File: config.mk
export PLATFORM = sky130hd
export DESIGN_NAME = stage_mem_pipelined_flat
export DESIGN_NICKNAME = d
export VERILOG_FILES = /design/src/rtl/stage_mem_pipelined_if.sv /design/src/rtl/stage_mem_pipelined.sv /design/src/flat_wrapper.sv
export SDC_FILE = /design/constraint.sdc
export NUM_CORES = 1
export LEC_CHECK = 0
export ABC_AREA = 0
export ABC_CLOCK_PERIOD_IN_PS = 7650
export CAP_MARGIN = 20
export CORE_ASPECT_RATIO = 0.6
export CORE_MARGIN = 2
export CORE_UTILIZATION = 34
export DETAILED_ROUTE_END_ITERATION = 8
export PLACE_DENSITY = 0.67
export SETUP_SLACK_MARGIN = 0.1
export SLEW_MARGIN = 20
export SYNTH_ARGS = -nofsm -noshare
export SYNTH_HDL_FRONTEND = slang
export SYNTH_SLANG_ARGS = --single-unit
export TNS_END_PERCENT = 5
File: constraint.sdc
create_clock -name clk_i -period 7.65 [get_ports clk_i]
set_input_delay 0.765 -clock clk_i [delete_from_list [all_inputs] [get_ports clk_i]]
set_output_delay 0.765 -clock clk_i [all_outputs]
set_load 0.01 [all_outputs]
File: src/rtl/stage_mem_pipelined_if.sv
// ============================================================================
// stage_mem_pipelined_if : op/trap types and the req/gnt memory bus bundle
// Rev 1.0
// ============================================================================
`default_nettype none

package stage_mem_pkg;

  typedef enum logic [3:0] {
    MEM_NOP = 4'd0,
    MEM_LB  = 4'd1,
    MEM_LH  = 4'd2,
    MEM_LW  = 4'd3,
    MEM_LBU = 4'd4,
    MEM_LHU = 4'd5,
    MEM_SB  = 4'd6,
    MEM_SH  = 4'd7,
    MEM_SW  = 4'd8
  } mem_oper_t;

  // Non-zero codes follow the RISC-V mcause numbering.
  typedef enum logic [3:0] {
    NO_TRAP               = 4'd0,
    LOAD_ADDR_MISALIGNED  = 4'd4,
    LOAD_ACCESS_FAULT     = 4'd5,
    STORE_ADDR_MISALIGNED = 4'd6,
    STORE_ACCESS_FAULT    = 4'd7
  } exc_t;

endpackage

interface stage_mem_pipelined_if;
  logic        bus_req_o;
  logic        bus_gnt_i;
  logic [31:0] bus_addr_o;
  logic        bus_we_o;
  logic [3:0]  bus_be_o;
  logic [31:0] bus_wdata_o;
  logic        bus_rvalid_i;
  logic [31:0] bus_rdata_i;
  logic        bus_err_i;

  modport master (
    output bus_req_o, bus_addr_o, bus_we_o, bus_be_o, bus_wdata_o,
    input  bus_gnt_i, bus_rvalid_i, bus_rdata_i, bus_err_i
  );

  modport slave (
    input  bus_req_o, bus_addr_o, bus_we_o, bus_be_o, bus_wdata_o,
    output bus_gnt_i, bus_rvalid_i, bus_rdata_i, bus_err_i
  );
endinterface

`default_nettype wire

File: src/rtl/stage_mem_pipelined.sv
// ============================================================================
// stage_mem_pipelined : pipelined LSU front-end, req/gnt bus, in-order retire
// Rev 1.0
// ============================================================================
`default_nettype none

module stage_mem_pipelined
  import stage_mem_pkg::*;
#(
  parameter int MAX_OUTSTANDING = 2,
  parameter bit CHECK_ALIGN     = 1'b1
) (
  input  wire logic              clk_i,
  input  wire logic              rstn_i,
  input  wire logic              req_valid_i,
  input  wire mem_oper_t         mem_oper_i,
  input  wire logic [31:0]       addr_i,
  input  wire logic [31:0]       wdata_i,
  input  wire logic [4:0]        rd_addr_i,
  output logic                   req_ready_o,
  input  wire logic              flush_i,
  stage_mem_pipelined_if.master  bus,
  output logic                   rsp_valid_o,
  output logic                   rsp_is_load_o,
  output logic [4:0]             rsp_rd_addr_o,
  output logic [31:0]            rsp_rdata_o,
  output exc_t                   rsp_trap_o,
  output logic                   busy_o
);

  localparam int c_cnt_w = 3;
  typedef logic [c_cnt_w-1:0] cnt_t;
  localparam cnt_t c_max = cnt_t'(MAX_OUTSTANDING);

  typedef struct packed {
    mem_oper_t   op;
    logic [1:0]  off;
    logic [4:0]  rd;
    exc_t        trap;
    logic        granted;
    logic        killed;
  } entry_t;

  typedef enum logic [0:0] {
    IDLE = 1'b0,
    REQ  = 1'b1
  } state_t;

  function automatic logic f_is_load(input mem_oper_t op);
    return op inside {MEM_LB, MEM_LH, MEM_LW, MEM_LBU, MEM_LHU};
  endfunction

  function automatic logic f_is_store(input mem_oper_t op);
    return op inside {MEM_SB, MEM_SH, MEM_SW};
  endfunction

  state_t      r_state, w_state_n;
  entry_t      r_q   [MAX_OUTSTANDING];
  entry_t      w_q_n [MAX_OUTSTANDING];
  entry_t      w_stage [MAX_OUTSTANDING];
  cnt_t        r_count, w_count_n, w_cnt_tmp;

  logic [31:0] r_bus_addr, r_bus_wdata;
  logic [3:0]  r_bus_be;
  logic        r_bus_we;

  logic        w_req_ready, w_accept, w_issue, w_misalign, w_is_store;
  exc_t        w_new_trap;
  logic [3:0]  w_be;
  logic [31:0] w_wdata;
  entry_t      w_new_entry;

  entry_t      w_head;
  logic        w_head_load, w_head_trap, w_retire, w_rsp_fire;
  logic [7:0]  w_byte;
  logic [15:0] w_half;
  logic [31:0] w_ldata, w_rsp_data;
  exc_t        w_rsp_trap;

  // ---------------------------------------------------------------- accept
  assign w_req_ready = ((r_state == IDLE) || bus.bus_gnt_i) && (r_count < c_max) && !flush_i;
  assign w_accept    = req_valid_i && w_req_ready && (mem_oper_i != MEM_NOP);
  assign w_issue     = w_accept && !w_misalign;
  assign w_is_store  = f_is_store(mem_oper_i);

  always_comb begin
    w_misalign = 1'b0;
    if (CHECK_ALIGN) begin
      unique case (mem_oper_i)
        MEM_LH, MEM_LHU, MEM_SH: w_misalign = addr_i[0];
        MEM_LW, MEM_SW:          w_misalign = |addr_i[1:0];
        default:                 w_misalign = 1'b0;
      endcase
    end
    w_new_trap = NO_TRAP;
    if (w_misalign) w_new_trap = w_is_store ? STORE_ADDR_MISALIGNED : LOAD_ADDR_MISALIGNED;
  end

  // Store data is shifted onto its byte lanes; loads read the full word.
  always_comb begin
    w_be    = 4'b1111;
    w_wdata = '0;
    unique case (mem_oper_i)
      MEM_SB: begin
        w_be    = 4'b0001 << addr_i[1:0];
        w_wdata = wdata_i << {addr_i[1:0], 3'b000};
      end
      MEM_SH: begin
        w_be    = 4'b0011 << {addr_i[1], 1'b0};
        w_wdata = wdata_i << {addr_i[1], 4'b0000};
      end
      MEM_SW:  w_wdata = wdata_i;
      default: w_wdata = '0;
    endcase
  end

  assign w_new_entry = '{op: mem_oper_i, off: addr_i[1:0], rd: rd_addr_i,
                         trap: w_new_trap, granted: 1'b0, killed: 1'b0};

  // ------------------------------------------------------------------- FSM
  always_ff @(posedge clk_i or negedge rstn_i) begin
    if (!rstn_i) r_state <= IDLE;
    else         r_state <= w_state_n;
  end

  always_comb begin
    w_state_n = r_state;
    unique case (r_state)
      IDLE: if (w_issue) w_state_n = REQ;
      REQ: begin
        if (flush_i)             w_state_n = IDLE;
        else if (bus.bus_gnt_i)  w_state_n = w_issue ? REQ : IDLE;
      end
      default: w_state_n = IDLE;
    endcase
  end

  always_ff @(posedge clk_i or negedge rstn_i) begin
    if (!rstn_i) begin
      r_bus_addr  <= '0;
      r_bus_we    <= 1'b0;
      r_bus_be    <= '0;
      r_bus_wdata <= '0;
    end else if (w_issue) begin
      r_bus_addr  <= {addr_i[31:2], 2'b00};
      r_bus_we    <= w_is_store;
      r_bus_be    <= w_be;
      r_bus_wdata <= w_wdata;
    end
  end

  assign bus.bus_req_o   = (r_state == REQ);
  assign bus.bus_addr_o  = r_bus_addr;
  assign bus.bus_we_o    = r_bus_we;
  assign bus.bus_be_o    = r_bus_be;
  assign bus.bus_wdata_o = r_bus_wdata;

  // ---------------------------------------------------------------- retire
  assign w_head      = r_q[0];
  assign w_head_load = f_is_load(w_head.op);
  assign w_head_trap = (w_head.trap != NO_TRAP);
  assign w_retire    = (r_count != '0) && (w_head_trap || (w_head.granted && bus.bus_rvalid_i));
  assign w_rsp_fire  = w_retire && !w_head.killed && !flush_i;

  assign w_byte = 8'(bus.bus_rdata_i >> {w_head.off, 3'b000});
  assign w_half = w_head.off[1] ? bus.bus_rdata_i[31:16] : bus.bus_rdata_i[15:0];

  always_comb begin
    w_ldata = '0;
    unique case (w_head.op)
      MEM_LB:  w_ldata = {{24{w_byte[7]}}, w_byte};
      MEM_LBU: w_ldata = {24'd0, w_byte};
      MEM_LH:  w_ldata = {{16{w_half[15]}}, w_half};
      MEM_LHU: w_ldata = {16'd0, w_half};
      MEM_LW:  w_ldata = bus.bus_rdata_i;
      default: w_ldata = '0;
    endcase
    w_rsp_trap = NO_TRAP;
    if (w_head_trap)        w_rsp_trap = w_head.trap;
    else if (bus.bus_err_i) w_rsp_trap = w_head_load ? LOAD_ACCESS_FAULT : STORE_ACCESS_FAULT;
    w_rsp_data = (w_head_load && (w_rsp_trap == NO_TRAP)) ? w_ldata : '0;
  end

  // ----------------------------------------------------------------- queue
  // Head lives in slot 0. A flush keeps only granted entries (their
  // responses are still owed by the bus) and compacts them toward the head.
  always_comb begin : p_queue_next
    int k;
    k = 0;
    for (int i = 0; i < MAX_OUTSTANDING; i++) w_stage[i] = r_q[i];
    if ((r_state == REQ) && bus.bus_gnt_i) begin
      for (int i = 0; i < MAX_OUTSTANDING; i++)
        if (r_count == cnt_t'(i + 1)) w_stage[i].granted = 1'b1;
    end
    w_cnt_tmp = r_count;
    if (w_retire) begin
      for (int i = 0; i < MAX_OUTSTANDING - 1; i++) w_stage[i] = w_stage[i + 1];
      w_cnt_tmp = r_count - cnt_t'(1);
    end
    for (int i = 0; i < MAX_OUTSTANDING; i++) w_q_n[i] = w_stage[i];
    w_count_n = w_cnt_tmp;
    if (flush_i) begin
      for (int i = 0; i < MAX_OUTSTANDING; i++) begin
        if ((cnt_t'(i) < w_cnt_tmp) && w_stage[i].granted) begin
          for (int j = 0; j < MAX_OUTSTANDING; j++) begin
            if (j == k) begin
              w_q_n[j]        = w_stage[i];
              w_q_n[j].killed = 1'b1;
            end
          end
          k = k + 1;
        end
      end
      w_count_n = cnt_t'(k);
    end else if (w_accept) begin
      for (int i = 0; i < MAX_OUTSTANDING; i++)
        if (cnt_t'(i) == w_cnt_tmp) w_q_n[i] = w_new_entry;
      w_count_n = w_cnt_tmp + cnt_t'(1);
    end
  end

  always_ff @(posedge clk_i or negedge rstn_i) begin
    if (!rstn_i) begin
      r_count <= '0;
      for (int i = 0; i < MAX_OUTSTANDING; i++) r_q[i] <= '0;
    end else begin
      r_count <= w_count_n;
      for (int i = 0; i < MAX_OUTSTANDING; i++) r_q[i] <= w_q_n[i];
    end
  end

  // -------------------------------------------------------------- response
  always_ff @(posedge clk_i or negedge rstn_i) begin
    if (!rstn_i) begin
      rsp_valid_o   <= 1'b0;
      rsp_is_load_o <= 1'b0;
      rsp_rd_addr_o <= '0;
      rsp_rdata_o   <= '0;
      rsp_trap_o    <= NO_TRAP;
    end else if (w_rsp_fire) begin
      rsp_valid_o   <= 1'b1;
      rsp_is_load_o <= w_head_load;
      rsp_rd_addr_o <= w_head_load ? w_head.rd : 5'd0;
      rsp_rdata_o   <= w_rsp_data;
      rsp_trap_o    <= w_rsp_trap;
    end else begin
      rsp_valid_o   <= 1'b0;
      rsp_is_load_o <= 1'b0;
      rsp_rd_addr_o <= '0;
      rsp_rdata_o   <= '0;
      rsp_trap_o    <= NO_TRAP;
    end
  end

  assign req_ready_o = w_req_ready;
  assign busy_o      = (r_count != '0) || (r_state == REQ);

endmodule

`default_nettype wire

File: src/flat_wrapper.sv
// flat-port wrapper written by rule: the top's interface ports become plain ports
module stage_mem_pipelined_flat import stage_mem_pkg::*;
#(
  parameter int MAX_OUTSTANDING = 2,
  parameter bit CHECK_ALIGN     = 1'b1
)
  (clk_i, rstn_i, req_valid_i, mem_oper_i, addr_i, wdata_i, rd_addr_i, req_ready_o, flush_i, rsp_valid_o, rsp_is_load_o, rsp_rd_addr_o, rsp_rdata_o, rsp_trap_o, busy_o, bus_bus_req_o, bus_bus_addr_o, bus_bus_we_o, bus_bus_be_o, bus_bus_wdata_o, bus_bus_gnt_i, bus_bus_rvalid_i, bus_bus_rdata_i, bus_bus_err_i);
  stage_mem_pipelined_if bus_i ();
  input  wire logic clk_i;
  input  wire logic rstn_i;
  input  wire logic req_valid_i;
  input  wire mem_oper_t mem_oper_i;
  input  wire logic [31:0] addr_i;
  input  wire logic [31:0] wdata_i;
  input  wire logic [4:0] rd_addr_i;
  output logic req_ready_o;
  input  wire logic flush_i;
  output logic rsp_valid_o;
  output logic rsp_is_load_o;
  output logic [4:0] rsp_rd_addr_o;
  output logic [31:0] rsp_rdata_o;
  output exc_t rsp_trap_o;
  output logic busy_o;
  output wire logic [$bits(bus_i.bus_req_o)-1:0] bus_bus_req_o;
  output wire logic [$bits(bus_i.bus_addr_o)-1:0] bus_bus_addr_o;
  output wire logic [$bits(bus_i.bus_we_o)-1:0] bus_bus_we_o;
  output wire logic [$bits(bus_i.bus_be_o)-1:0] bus_bus_be_o;
  output wire logic [$bits(bus_i.bus_wdata_o)-1:0] bus_bus_wdata_o;
  input wire logic [$bits(bus_i.bus_gnt_i)-1:0] bus_bus_gnt_i;
  input wire logic [$bits(bus_i.bus_rvalid_i)-1:0] bus_bus_rvalid_i;
  input wire logic [$bits(bus_i.bus_rdata_i)-1:0] bus_bus_rdata_i;
  input wire logic [$bits(bus_i.bus_err_i)-1:0] bus_bus_err_i;
  assign bus_bus_req_o = bus_i.bus_req_o;
  assign bus_bus_addr_o = bus_i.bus_addr_o;
  assign bus_bus_we_o = bus_i.bus_we_o;
  assign bus_bus_be_o = bus_i.bus_be_o;
  assign bus_bus_wdata_o = bus_i.bus_wdata_o;
  assign bus_i.bus_gnt_i = bus_bus_gnt_i;
  assign bus_i.bus_rvalid_i = bus_bus_rvalid_i;
  assign bus_i.bus_rdata_i = bus_bus_rdata_i;
  assign bus_i.bus_err_i = bus_bus_err_i;
  stage_mem_pipelined #(.MAX_OUTSTANDING(MAX_OUTSTANDING), .CHECK_ALIGN(CHECK_ALIGN)) u_core (.clk_i(clk_i), .rstn_i(rstn_i), .req_valid_i(req_valid_i), .mem_oper_i(mem_oper_i), .addr_i(addr_i), .wdata_i(wdata_i), .rd_addr_i(rd_addr_i), .req_ready_o(req_ready_o), .flush_i(flush_i), .bus(bus_i), .rsp_valid_o(rsp_valid_o), .rsp_is_load_o(rsp_is_load_o), .rsp_rd_addr_o(rsp_rd_addr_o), .rsp_rdata_o(rsp_rdata_o), .rsp_trap_o(rsp_trap_o), .busy_o(busy_o));
endmodule
==> flow_results.xml, run 1 <==
<?xml version="1.0" encoding="UTF-8"?>
<metrics>
  <group name="setup_path">
    <metric name="worst_ep_arrival_time" unit="ns">3.87</metric>
    <metric name="crit_path_leading_delay_family" unit="">buffers and inverters</metric>
    <metric name="r2r_setup_slk" unit="ns">4.54</metric>
    <metric name="timing.critical_path.buf_inv" unit="">3</metric>
    <metric name="rr_endpoint" unit="">u_core.bus.bus_addr_o[25]</metric>
    <metric name="timing.critical_path.required" unit="ns">7.96</metric>
    <metric name="cp_common_cell" unit="">sky130_fd_sc_hd__buf_4</metric>
    <metric name="timing.critical_path.slowest_cell_delay" unit="ns">0.68</metric>
    <metric name="setup.worst_path.start_class" unit="">primary input</metric>
    <metric name="critPathMaxFanout" unit="">67</metric>
    <metric name="path_cells" unit="">clkdlybuf4s50_1, o41ai_1, nor4b_4, nor3b_4, buf_4, buf_4, mux2_2</metric>
    <metric name="timing.critical_path.slowest_stage_cell" unit="">sky130_fd_sc_hd__clkdlybuf4s50_1</metric>
    <metric name="rr_startpoint" unit="">u_core.r_count[2]</metric>
    <metric name="classification_of_the_worst_setup_path" unit="">primary input to flip-flop</metric>
    <metric name="cp-end-kind" unit="">flip-flop</metric>
    <metric name="reg2regPathDepth" unit="">6</metric>
  </group>
  <group name="logic_synthesis">
    <metric name="share_of_flip_flops_with_an_asynchronous_set_or_reset" unit="%">100</metric>
    <metric name="synth.yosys.warnings" unit="">0</metric>
    <metric name="synth.ff_latch_count" unit="">146</metric>
    <metric name="post_synth_inst_count" unit="">682</metric>
    <metric name="ys.flop_type" unit="">sky130_fd_sc_hd__dfrtp_1</metric>
    <metric name="library_cell_occupying_the_most_area_in_the_post_synthesis_netlist" unit="">sky130_fd_sc_hd__dfrtp_1</metric>
    <metric name="synth_enable_flop_cells" unit="">0</metric>
    <metric name="yosysTopAreaCellShare" unit="%">49.7</metric>
    <metric name="synth_seq_area_share" unit="%">49.7</metric>
    <metric name="syn-cell-area" unit="um^2">7350</metric>
    <metric name="top_cells_by_area_synth" unit="">sky130_fd_sc_hd__dfrtp_1, sky130_fd_sc_hd__mux2_2, sky130_fd_sc_hd__a21oi_1, sky130_fd_sc_hd__nor2_1, sky130_fd_sc_hd__mux2i_1</metric>
    <metric name="post_synth_num_cell_types" unit="">69</metric>
    <metric name="avgSynthCellArea" unit="um^2">10.8</metric>
  </group>
  <group name="final_layout">
    <metric name="finish.cell_count_without_fillers" unit="">1173</metric>
    <metric name="final_net_count" unit="">1000</metric>
    <metric name="final_layout_size_suffix_gt1_share" unit="%">14.0</metric>
    <metric name="area_occupied_by_multi_input_gates" unit="um^2">3350</metric>
    <metric name="areaGrowthSynthToFinish" unit="%">40.2</metric>
    <metric name="postLayoutCellArea" unit="um^2">10300</metric>
    <metric name="fillerInstances" unit="">1927</metric>
    <metric name="mostFrequentLayoutCell" unit="">sky130_fd_sc_hd__clkdlybuf4s50_1</metric>
    <metric name="register_area" unit="um^2">3650</metric>
    <metric name="layout.cells.most_common_list" unit="">sky130_fd_sc_hd__clkdlybuf4s50_1, sky130_fd_sc_hd__dfrtp_1, sky130_fd_sc_hd__mux2_2, sky130_fd_sc_hd__nor2_1, sky130_fd_sc_hd__a21oi_1</metric>
    <metric name="antennaDiodeCount" unit="">0</metric>
  </group>
  <group name="die">
    <metric name="fp.dieW" unit="um">194</metric>
    <metric name="initial_utilization" unit="%">34.9</metric>
    <metric name="chipHeight" unit="um">118</metric>
    <metric name="boundaryPins" unit="">227</metric>
    <metric name="core_region_area" unit="um^2">21100</metric>
    <metric name="fp.dieArea" unit="um^2">22800</metric>
    <metric name="row_cnt" unit="">41</metric>
  </group>
  <group name="pwr">
    <metric name="power" unit="mW">3.65</metric>
    <metric name="switching_share" unit="%">35.5</metric>
    <metric name="static_leakage_power" unit="nW">4.23</metric>
    <metric name="power-per-cell-area" unit="nW/um^2">355</metric>
    <metric name="power_switching" unit="mW">1.30</metric>
    <metric name="power_frac_clock" unit="%">22.6</metric>
    <metric name="pwr-share-seq" unit="%">33.9</metric>
    <metric name="internal_power" unit="mW">2.36</metric>
    <metric name="vdd_ir_drop_max" unit="V">0.000173</metric>
    <metric name="share_comb_of_total_power" unit="%">43.6</metric>
  </group>
  <group name="clocking">
    <metric name="cts.hold.buffers_added" unit="">0</metric>
    <metric name="clock_tree.root_cell" unit="">sky130_fd_sc_hd__clkbuf_16</metric>
    <metric name="cts_inserted_buffers" unit="">17</metric>
    <metric name="cts_resized" unit="">0</metric>
    <metric name="clk_pin_slew" unit="ns">0.06</metric>
    <metric name="clock_tree.buffer_depth" unit="">2</metric>
    <metric name="clock_sink_count" unit="">146</metric>
    <metric name="clk_latency" unit="ns">0.42</metric>
    <metric name="post_cts_buffers" unit="">0</metric>
    <metric name="cts_tree" unit="">done</metric>
    <metric name="cts_max_level" unit="">4</metric>
  </group>
  <group name="sta">
    <metric name="max_clock_freq" unit="GHz">0.281</metric>
    <metric name="layout_worst_path_cycle_share" unit="%">46.5</metric>
    <metric name="unrepaired_setup_endpoints_after_global_routing" unit="">no</metric>
    <metric name="slew-limit-headroom" unit="%">32.1</metric>
    <metric name="worst_clock_skew" unit="ns">0.00762</metric>
    <metric name="setup-violations-final" unit="">0</metric>
    <metric name="finalMaxSlewViolations" unit="">0</metric>
    <metric name="final_hold_viol_count" unit="">0</metric>
    <metric name="final.setup.tns" unit="ns">0</metric>
    <metric name="slew_of_the_pin_with_the_lowest_slew_margin" unit="ns">1.02</metric>
    <metric name="finalWorstPathRequiredPeriod" unit="ns">3.55</metric>
    <metric name="finalHoldWorstSlack" unit="ns">0.459</metric>
  </group>
  <group name="global_routing">
    <metric name="grt_overflow_total" unit="">0</metric>
    <metric name="grt_max_degree" unit="">103</metric>
    <metric name="grt.total_usage" unit="%">20.0</metric>
    <metric name="via_count_of_the_first_global_routing_pass" unit="">6137</metric>
    <metric name="grt_antenna_before_repair" unit="">0</metric>
    <metric name="grt_pass1_wl" unit="um">35600</metric>
  </group>
  <group name="placement">
    <metric name="gp_congestion" unit="">0.789</metric>
    <metric name="place.port_buffers" unit="">224</metric>
    <metric name="post-place-cells" unit="">1141</metric>
    <metric name="placedInstanceArea" unit="um^2">9720</metric>
    <metric name="placed_wire_length_estimate_after_detailed_placement" unit="um">15900</metric>
  </group>
  <group name="outcome">
    <metric name="status" unit="">finished, final reports clean</metric>
  </group>
  <group name="route">
    <metric name="vias_per_cell" unit="">5.25</metric>
    <metric name="drc_violation_count_after_routing" unit="">0</metric>
    <metric name="detailedRoute.firstPassIterationCount" unit="">5</metric>
    <metric name="avgRoutedWirePerCell" unit="um">19.1</metric>
    <metric name="drtAntennaViolNets" unit="">0</metric>
    <metric name="dr_total_vias" unit="">6162</metric>
    <metric name="postRouteWirelength" unit="um">22400</metric>
    <metric name="drt_iter0_drc" unit="">397</metric>
  </group>
  <group name="flow_run">
    <metric name="drv.max_cap_violation_count" unit="">0</metric>
  </group>
  <group name="min_path">
    <metric name="hold_path_class" unit="">primary input to asynchronous set/reset pin</metric>
  </group>
</metrics>
cell families after synthesis:
logic type	after synthesis	share of synthesized area (%)
simple gates	199	14.3
buf+inv	72	4.89
flops	146	49.7
xor+xnor	4	0.477
compound gates	158	15.1
mux	94	14.2
fa+ha+maj	8	1.33
other cells	1	0.0510
synth_stat cells (3+ instances only):
library cell	instances
sky130_fd_sc_hd__dfrtp_1	146
sky130_fd_sc_hd__mux2_2	69
sky130_fd_sc_hd__nor2_1	64
sky130_fd_sc_hd__a21oi_1	53
sky130_fd_sc_hd__nand2_1	46
sky130_fd_sc_hd__mux2i_1	23
sky130_fd_sc_hd__clkbuf_1	22
sky130_fd_sc_hd__nand3_1	21
sky130_fd_sc_hd__inv_1	20
sky130_fd_sc_hd__a221oi_1	15
sky130_fd_sc_hd__o21ai_0	15
sky130_fd_sc_hd__buf_2	14
sky130_fd_sc_hd__nand2b_1	13
sky130_fd_sc_hd__o221ai_1	11
sky130_fd_sc_hd__a222oi_1	10
sky130_fd_sc_hd__a31oi_1	10
sky130_fd_sc_hd__nand3b_1	10
sky130_fd_sc_hd__a22oi_1	9
sky130_fd_sc_hd__and2_1	9
sky130_fd_sc_hd__buf_4	9
sky130_fd_sc_hd__a2bb2oi_1	7
sky130_fd_sc_hd__ha_1	7
sky130_fd_sc_hd__nor2b_1	6
sky130_fd_sc_hd__buf_6	5
sky130_fd_sc_hd__and3_1	4
sky130_fd_sc_hd__nor3b_1	4
sky130_fd_sc_hd__nor4b_1	3
sky130_fd_sc_hd__o22ai_1	3
sky130_fd_sc_hd__o31ai_1	3
sky130_fd_sc_hd__xnor2_1	3
area by class of cell:
class                      count  area share [%]
inverter                      20           0.729
clock buffer                  19            4.30
sequential                   146            35.5
tap                          279            3.39
clock inverter                13            1.31
multi-input combinational    465            32.5
timing repair buffer         231            22.3
power by group through the flow:
stage	combinational, mW	sequential [mW]	clock (mW)
after floorplan	0.906	1.25	0
after global placement	1.56	1.24	0
after detailed placement	1.59	1.25	0
after CTS	1.60	1.24	0.845
after global routing	1.74	1.28	0.881
final	1.59	1.24	0.824
sequential cells by signal, indices dropped and copies added (netlist names):
register,count
u_core.bus.bus_req_o,1
u_core.rsp_trap_o,4
u_core.rsp_is_load_o,1
u_core.bus.bus_addr_o,30
u_core.bus.bus_be_o,4
u_core.r_q,32
u_core.rsp_rd_addr_o,5
u_core.r_count,3
u_core.bus.bus_wdata_o,32
u_core.rsp_valid_o,1
u_core.rsp_rdata_o,32
u_core.bus.bus_we_o,1
how the worst max path moves through the flow:
stage / cells after the start / endpoint / slack [ns] / startpoint
6_report: 7 / u_core.bus.bus_addr_o[25] / 4.10 / mem_oper_i[0]
5_1_grt: 7 / u_core.bus.bus_addr_o[25] / 3.86 / mem_oper_i[0]
4_1_cts: 7 / u_core.bus.bus_addr_o[3] / 4.11 / mem_oper_i[1]
3_5_place_dp: 7 / u_core.bus.bus_addr_o[3] / 3.66 / mem_oper_i[1]
3_3_place_gp: 7 / u_core.bus.bus_addr_o[20] / 3.67 / mem_oper_i[1]
2_1_floorplan: 11 / u_core.r_q[28] / 5.05 / u_core.r_count[0]
layer usage:
layer	global-route usage [%]	vias up	part of all wire, %
met5	0	-	0
met4	4.29	0	0.81
met3	7.65	11	9.7
met2	28.4	256	42
met1	28.7	3028	47
li1	-	2867	-
through the flow:
step / utilization, % / setup slack, ns
global route: 48.9 / 3.86
finish: 48.9 / 4.10
CTS: 48.8 / 4.11
global placement: 46.1 / 3.67
detailed placement: 46.1 / 3.66
floorplan: - / 5.05
Note: power is estimated with default switching activity, not from simulation.
==> run 2, diff against run 1 <==
--- a/config.mk
+++ b/config.mk
@@ -6,7 +6,7 @@
 export NUM_CORES = 1
 export LEC_CHECK = 0
 export ABC_AREA = 0
-export ABC_CLOCK_PERIOD_IN_PS = 7650
+export ABC_CLOCK_PERIOD_IN_PS = 3700
 export CAP_MARGIN = 20
 export CORE_ASPECT_RATIO = 0.6
 export CORE_MARGIN = 2
==> constraint.sdc (replaced) <==
create_clock -name clk_i -period 3.7 [get_ports clk_i]
set_input_delay 0.37 -clock clk_i [delete_from_list [all_inputs] [get_ports clk_i]]
set_output_delay 0.37 -clock clk_i [all_outputs]
set_load 0.01 [all_outputs]
==> run 2 against run 1 <==
Total power up 110%; clock skew rose by 0.0028 ns; critical path depth up 2; combinational power up 110%; clock-buffer cell count up 1; sequential cell count unchanged; utilization is 0.62 points higher; final cell count up 0.51%; non-clock buffer count increased by 6; largest power group unchanged; routed wire length fell by 1.8%; highest routed layer unchanged; global-route usage decreased by 0.32 points.
==> flow_results.xml, run 2 (synthesis gave the netlist of run 1 again) <==
<?xml version="1.0" encoding="UTF-8"?>
<metrics>
  <group name="outcome">
    <metric name="status" unit="">finished, final reports clean</metric>
  </group>
  <group name="pwr">
    <metric name="internal_power" unit="mW">5.06</metric>
    <metric name="vdd_ir_drop_max" unit="V">0.000378</metric>
    <metric name="share_comb_of_total_power" unit="%">42.7</metric>
    <metric name="power_switching" unit="mW">2.67</metric>
    <metric name="pwr-share-seq" unit="%">32.8</metric>
    <metric name="static_leakage_power" unit="nW">4.29</metric>
    <metric name="power_frac_clock" unit="%">24.6</metric>
    <metric name="power-per-cell-area" unit="nW/um^2">741</metric>
    <metric name="switching_share" unit="%">34.5</metric>
    <metric name="power" unit="mW">7.73</metric>
  </group>
  <group name="sta">
    <metric name="finalWorstPathRequiredPeriod" unit="ns">3.29</metric>
    <metric name="final.setup.tns" unit="ns">0</metric>
    <metric name="max_clock_freq" unit="GHz">0.304</metric>
    <metric name="setup-violations-final" unit="">0</metric>
    <metric name="finalMaxSlewViolations" unit="">0</metric>
    <metric name="final_hold_viol_count" unit="">0</metric>
    <metric name="unrepaired_setup_endpoints_after_global_routing" unit="">no</metric>
    <metric name="layout_worst_path_cycle_share" unit="%">89.0</metric>
    <metric name="slew-limit-headroom" unit="%">31.2</metric>
    <metric name="worst_clock_skew" unit="ns">0.0104</metric>
    <metric name="slew_of_the_pin_with_the_lowest_slew_margin" unit="ns">1.03</metric>
  </group>
  <group name="min_path">
    <metric name="hold_path_class" unit="">flip-flop to flip-flop</metric>
    <metric name="worst_hold_path.num_cells" unit="">1</metric>
  </group>
  <group name="clocking">
    <metric name="cts_tree" unit="">done</metric>
    <metric name="clock_tree.root_cell" unit="">sky130_fd_sc_hd__clkbuf_16</metric>
    <metric name="cts_inserted_buffers" unit="">17</metric>
    <metric name="clk_pin_slew" unit="ns">0.06</metric>
    <metric name="clock_tree.buffer_depth" unit="">2</metric>
    <metric name="cts_max_level" unit="">4</metric>
    <metric name="clk_latency" unit="ns">0.43</metric>
    <metric name="clock_sink_count" unit="">146</metric>
    <metric name="cts_resized" unit="">0</metric>
  </group>
  <group name="setup_path">
    <metric name="path_cells" unit="">inv_1, ha_1, nor2b_1, a21oi_2, xnor2_1, ha_1, nand3_4, mux2_2, mux2i_1</metric>
    <metric name="crit_path_leading_delay_family" unit="">compound AO/OA/AOI/OAI gates</metric>
    <metric name="timing.critical_path.buf_inv" unit="">1</metric>
    <metric name="reg2regPathDepth" unit="">9</metric>
    <metric name="classification_of_the_worst_setup_path" unit="">flip-flop to flip-flop</metric>
    <metric name="cp-end-kind" unit="">flip-flop</metric>
    <metric name="timing.critical_path.required" unit="ns">4.05</metric>
    <metric name="worst_ep_arrival_time" unit="ns">3.65</metric>
    <metric name="cp_common_cell" unit="">sky130_fd_sc_hd__ha_1</metric>
    <metric name="critPathMaxFanout" unit="">17</metric>
    <metric name="cell_depth_of_the_worst_setup_path" unit="">9</metric>
    <metric name="timing.critical_path.slowest_cell_delay" unit="ns">0.78</metric>
    <metric name="setup.worst_path.start_class" unit="">flip-flop</metric>
    <metric name="timing.critical_path.slowest_stage_cell" unit="">sky130_fd_sc_hd__a21oi_2</metric>
  </group>
  <group name="final_layout">
    <metric name="areaGrowthSynthToFinish" unit="%">41.9</metric>
    <metric name="layout.cells.most_common_list" unit="">sky130_fd_sc_hd__clkdlybuf4s50_1, sky130_fd_sc_hd__dfrtp_1, sky130_fd_sc_hd__mux2_2, sky130_fd_sc_hd__nor2_1, sky130_fd_sc_hd__a21oi_1</metric>
    <metric name="antennaDiodeCount" unit="">0</metric>
    <metric name="mostFrequentLayoutCell" unit="">sky130_fd_sc_hd__clkdlybuf4s50_1</metric>
    <metric name="fillerInstances" unit="">1900</metric>
    <metric name="final_layout_size_suffix_gt1_share" unit="%">14.2</metric>
    <metric name="final_net_count" unit="">1006</metric>
  </group>
  <group name="route">
    <metric name="dr_total_vias" unit="">6153</metric>
    <metric name="postRouteWirelength" unit="um">22000</metric>
    <metric name="drc_violation_count_after_routing" unit="">0</metric>
    <metric name="detailedRoute.firstPassIterationCount" unit="">5</metric>
    <metric name="drt_iter0_drc" unit="">419</metric>
    <metric name="drtAntennaViolNets" unit="">0</metric>
    <metric name="vias_per_cell" unit="">5.22</metric>
    <metric name="avgRoutedWirePerCell" unit="um">18.6</metric>
  </group>
  <group name="die">
    <metric name="row_cnt" unit="">41</metric>
    <metric name="fp.dieW" unit="um">194</metric>
    <metric name="chipHeight" unit="um">118</metric>
    <metric name="fp.dieArea" unit="um^2">22800</metric>
    <metric name="boundaryPins" unit="">227</metric>
    <metric name="initial_utilization" unit="%">34.9</metric>
    <metric name="core_region_area" unit="um^2">21100</metric>
  </group>
  <group name="global_routing">
    <metric name="grt.total_usage" unit="%">19.7</metric>
    <metric name="via_count_of_the_first_global_routing_pass" unit="">6101</metric>
    <metric name="grt_overflow_total" unit="">0</metric>
    <metric name="grt_antenna_before_repair" unit="">0</metric>
    <metric name="grt_max_degree" unit="">106</metric>
    <metric name="grt_pass1_wl" unit="um">35100</metric>
  </group>
  <group name="flow_run">
    <metric name="drv.max_cap_violation_count" unit="">0</metric>
  </group>
  <group name="placement">
    <metric name="gp_congestion" unit="">0.821</metric>
    <metric name="placed_wire_length_estimate_after_detailed_placement" unit="um">15700</metric>
    <metric name="place.port_buffers" unit="">224</metric>
  </group>
</metrics>
## run 2: cell type report
type | instances | area, um^2 | area share (%)
Clock buffer | 20 | 467 | 4.47
Clock inverter | 12 | 178 | 1.70
Inverter | 20 | 75.1 | 0.720
Multi-Input combinational cell | 465 | 3340 | 32.0
Sequential cell | 146 | 3650 | 35.0
Tap cell | 279 | 349 | 3.35
Timing Repair Buffer | 237 | 2370 | 22.7
## run 2: power groups by stage
stage | Sequential (mW) | Clock (mW) | Combinational [mW]
4_1_cts | 2.53 | 1.95 | 3.33
3_5_place_dp | 2.55 | 0 | 3.31
6_report | 2.53 | 1.90 | 3.30
3_3_place_gp | 2.53 | 0 | 3.27
5_1_grt | 2.61 | 2.02 | 3.60
2_1_floorplan | 2.59 | 0 | 1.87
## run 2: layer usage
layer  share of wire, %  vias up  global-route usage (%)
met4                1.0        0                    4.63
li1                   -     2899                       -
met5                  0        -                       0
met2                 42      247                    27.7
met1                 49     2988                    28.6
met3                8.2       19                    7.05
## run 2: per-stage QoR
stage                     std cells  util [%]  instance area [um^2]  setup WS (ns)  hold WS, ns
after detailed placement       1146      46.4                  9780          0.469        0.476
after floorplan                 683         -                  7350           1.10       0.0744
after global placement         1146      46.4                  9780          0.608        0.470
final                          1179      49.5                 10400          0.407        0.489
after CTS                      1179      49.5                 10400          0.439        0.487
after global routing           1179      49.5                 10400          0.182        0.507
## run 2: path summary, 6_finish.rpt
kind / from / end / slack [ns]
min in group asynchronous: rstn_i / u_core.rsp_trap_o[1] / 0.55
max in group asynchronous: rstn_i / u_core.bus.bus_wdata_o[6] / 2.30
max: u_core.r_count[0] / u_core.r_q[21] / 0.41
max reg2reg: u_core.r_count[0] / u_core.r_q[21] / 0.41
min reg2reg: u_core.r_q[27] / u_core.rsp_rd_addr_o[4] / 0.49
min: u_core.r_q[27] / u_core.rsp_rd_addr_o[4] / 0.49
## run 2: timing repair
item | 4_1_cts | 5_1_grt
setup endpoints to repair | 0 | 0
hold endpoints to repair | 7 | 0
buffers inserted | 0 | 0
hold buffers | 1 | 0
==> run 3, diff against run 2 <==
--- a/config.mk
+++ b/config.mk
@@ -9,7 +9,6 @@
 export ABC_CLOCK_PERIOD_IN_PS = 3700
 export CAP_MARGIN = 20
 export CORE_ASPECT_RATIO = 0.6
-export CORE_MARGIN = 2
 export CORE_UTILIZATION = 34
 export DETAILED_ROUTE_END_ITERATION = 8
 export PLACE_DENSITY = 0.67
==> run 3 against run 2 <==
Total power fell by 1.7%; routed wire length down 1.4%; global-route usage up 0.22 points; clock skew decreased by 0.0013 ns; cell area is 0.66% lower; critical endpoint unchanged; largest cell class unchanged; highest routed layer unchanged.
==> flow_results.xml, run 3 (synthesis gave the netlist of run 1 again) <==
<?xml version="1.0" encoding="UTF-8"?>
<metrics>
  <group name="route">
    <metric name="avgRoutedWirePerCell" unit="um">18.4</metric>
    <metric name="detailedRoute.firstPassIterationCount" unit="">6</metric>
    <metric name="vias_per_cell" unit="">5.19</metric>
    <metric name="dr_total_vias" unit="">6104</metric>
    <metric name="drc_violation_count_after_routing" unit="">0</metric>
    <metric name="drt_iter0_drc" unit="">362</metric>
    <metric name="drtAntennaViolNets" unit="">0</metric>
    <metric name="postRouteWirelength" unit="um">21600</metric>
  </group>
  <group name="global_routing">
    <metric name="via_count_of_the_first_global_routing_pass" unit="">5926</metric>
    <metric name="grt.total_usage" unit="%">19.9</metric>
    <metric name="grt_pass1_wl" unit="um">33500</metric>
    <metric name="grt_overflow_total" unit="">0</metric>
    <metric name="grt_antenna_before_repair" unit="">0</metric>
    <metric name="grt_max_degree" unit="">106</metric>
  </group>
  <group name="clocking">
    <metric name="clock_tree.root_cell" unit="">sky130_fd_sc_hd__clkbuf_16</metric>
    <metric name="clk_pin_slew" unit="ns">0.06</metric>
    <metric name="cts_max_level" unit="">4</metric>
    <metric name="cts_tree" unit="">done</metric>
    <metric name="clk_latency" unit="ns">0.42</metric>
    <metric name="clock_tree.buffer_depth" unit="">2</metric>
    <metric name="cts_inserted_buffers" unit="">17</metric>
    <metric name="clock_sink_count" unit="">146</metric>
    <metric name="cts_resized" unit="">0</metric>
    <metric name="post_cts_buffers" unit="">0</metric>
    <metric name="cts.hold.buffers_added" unit="">0</metric>
  </group>
  <group name="die">
    <metric name="core_region_area" unit="um^2">21100</metric>
    <metric name="boundaryPins" unit="">227</metric>
    <metric name="initial_utilization" unit="%">34.9</metric>
    <metric name="row_cnt" unit="">41</metric>
    <metric name="fp.dieW" unit="um">192</metric>
    <metric name="chipHeight" unit="um">116</metric>
    <metric name="fp.dieArea" unit="um^2">22200</metric>
  </group>
  <group name="final_layout">
    <metric name="finish.cell_count_without_fillers" unit="">1175</metric>
    <metric name="mostFrequentLayoutCell" unit="">sky130_fd_sc_hd__clkdlybuf4s50_1</metric>
    <metric name="antennaDiodeCount" unit="">0</metric>
    <metric name="areaGrowthSynthToFinish" unit="%">41.0</metric>
    <metric name="fillerInstances" unit="">1957</metric>
    <metric name="register_area" unit="um^2">3650</metric>
    <metric name="final_layout_size_suffix_gt1_share" unit="%">13.7</metric>
    <metric name="area_occupied_by_multi_input_gates" unit="um^2">3340</metric>
    <metric name="postLayoutCellArea" unit="um^2">10400</metric>
    <metric name="layout.cells.most_common_list" unit="">sky130_fd_sc_hd__clkdlybuf4s50_1, sky130_fd_sc_hd__dfrtp_1, sky130_fd_sc_hd__mux2_2, sky130_fd_sc_hd__nor2_1, sky130_fd_sc_hd__a21oi_1</metric>
    <metric name="final_net_count" unit="">1004</metric>
  </group>
  <group name="pwr">
    <metric name="static_leakage_power" unit="nW">4.26</metric>
    <metric name="vdd_ir_drop_max" unit="V">0.000327</metric>
    <metric name="power-per-cell-area" unit="nW/um^2">734</metric>
    <metric name="power" unit="mW">7.60</metric>
  </group>
  <group name="placement">
    <metric name="gp_congestion" unit="">0.807</metric>
    <metric name="placed_wire_length_estimate_after_detailed_placement" unit="um">15300</metric>
    <metric name="pre_cts_slack" unit="ns">0.467</metric>
    <metric name="post-place-cells" unit="">1145</metric>
    <metric name="place.port_buffers" unit="">224</metric>
    <metric name="placedInstanceArea" unit="um^2">9770</metric>
  </group>
  <group name="sta">
    <metric name="slew_of_the_pin_with_the_lowest_slew_margin" unit="ns">1.04</metric>
    <metric name="final_hold_viol_count" unit="">0</metric>
    <metric name="layout_worst_path_cycle_share" unit="%">89.0</metric>
    <metric name="finalMaxSlewViolations" unit="">0</metric>
    <metric name="finalWorstPathRequiredPeriod" unit="ns">3.29</metric>
    <metric name="max_clock_freq" unit="GHz">0.304</metric>
    <metric name="unrepaired_setup_endpoints_after_global_routing" unit="">no</metric>
    <metric name="setup-violations-final" unit="">0</metric>
    <metric name="worst_clock_skew" unit="ns">0.00906</metric>
    <metric name="final.setup.tns" unit="ns">0</metric>
    <metric name="postLayoutSetupSlackWorst" unit="ns">0.406</metric>
    <metric name="slew-limit-headroom" unit="%">30.9</metric>
  </group>
  <group name="flow_run">
    <metric name="drv.max_cap_violation_count" unit="">0</metric>
  </group>
  <group name="setup_path">
    <metric name="timing.critical_path.slowest_cell_delay" unit="ns">0.77</metric>
    <metric name="setup.worst_path.start_class" unit="">flip-flop</metric>
    <metric name="worst_ep_arrival_time" unit="ns">3.63</metric>
    <metric name="timing.critical_path.required" unit="ns">4.04</metric>
    <metric name="critPathMaxFanout" unit="">17</metric>
    <metric name="rr_startpoint" unit="">u_core.r_count[0]</metric>
    <metric name="cp_common_cell" unit="">sky130_fd_sc_hd__ha_1</metric>
    <metric name="path_cells" unit="">inv_1, ha_1, nor2b_1, a21oi_2, xnor2_1, ha_1, nand3_4, mux2_2, mux2i_1</metric>
    <metric name="rr_endpoint" unit="">u_core.r_q[21]</metric>
    <metric name="r2r_setup_slk" unit="ns">0.41</metric>
    <metric name="classification_of_the_worst_setup_path" unit="">flip-flop to flip-flop</metric>
    <metric name="reg2regPathDepth" unit="">9</metric>
    <metric name="timing.critical_path.slowest_stage_cell" unit="">sky130_fd_sc_hd__a21oi_2</metric>
    <metric name="cp-end-kind" unit="">flip-flop</metric>
  </group>
  <group name="outcome">
    <metric name="status" unit="">finished, final reports clean</metric>
  </group>
  <group name="min_path">
    <metric name="hold_path_class" unit="">primary input to asynchronous set/reset pin</metric>
  </group>
</metrics>
==> run 3: worst max path at each step <==
stage / from / endpoint / slack [ns] / depth (start not counted)
after detailed placement: u_core.r_count[0] / u_core.r_q[21] / 0.47 / 9
after global placement: u_core.r_count[0] / u_core.r_q[21] / 0.63 / 9
after CTS: u_core.r_count[0] / u_core.r_q[21] / 0.41 / 9
after global routing: u_core.r_count[0] / u_core.r_q[21] / 0.18 / 9
after floorplan: u_core.r_count[0] / u_core.r_q[28] / 1.10 / 11
final: u_core.r_count[0] / u_core.r_q[21] / 0.41 / 9
==> run 3: worst max-delay path, delay by kind of cell (launching register included) <==
family	cells	cell delay [ns]
AO/OA/AOI/OAI	1	0.77
XOR/XNOR	1	0.29
adder cells (fa/ha/maj)	2	0.55
buffers and inverters	1	0.13
flip-flops	1	0.46
multiplexers	2	0.51
AND/OR/NAND/NOR	2	0.48
==> run 3: area by class of cell <==
type	count	area share (%)
timing repair buffer	235	22.7
clock buffer	21	4.44
multi-input combinational	465	32.2
tap	279	3.37
inverter	20	0.725
clock inverter	9	1.28
sequential	146	35.3
==> run 3: where the power goes <==
group          leakage [nW]  switching (mW)  internal, mW
Combinational          2.12            1.55          1.75
Sequential             1.85           0.406          2.13
Clock                 0.285           0.678          1.09
==> run 3: per-layer routing <==
layer,vias up,GRT usage [%],wire length [um]
met5,-,0,0
met4,0,4.55,145
met3,11,7.18,1900
met2,229,27.6,9010
met1,2988,29.1,10600
li1,2876,-,-
==> run 3: through the flow <==
step	utilization (%)	hold WS [ns]
after floorplan	-	0.0744
after global placement	46.3	0.472
after detailed placement	46.3	0.476
after CTS	49.1	0.0417
after global routing	49.1	0.0667
final	49.1	0.0165
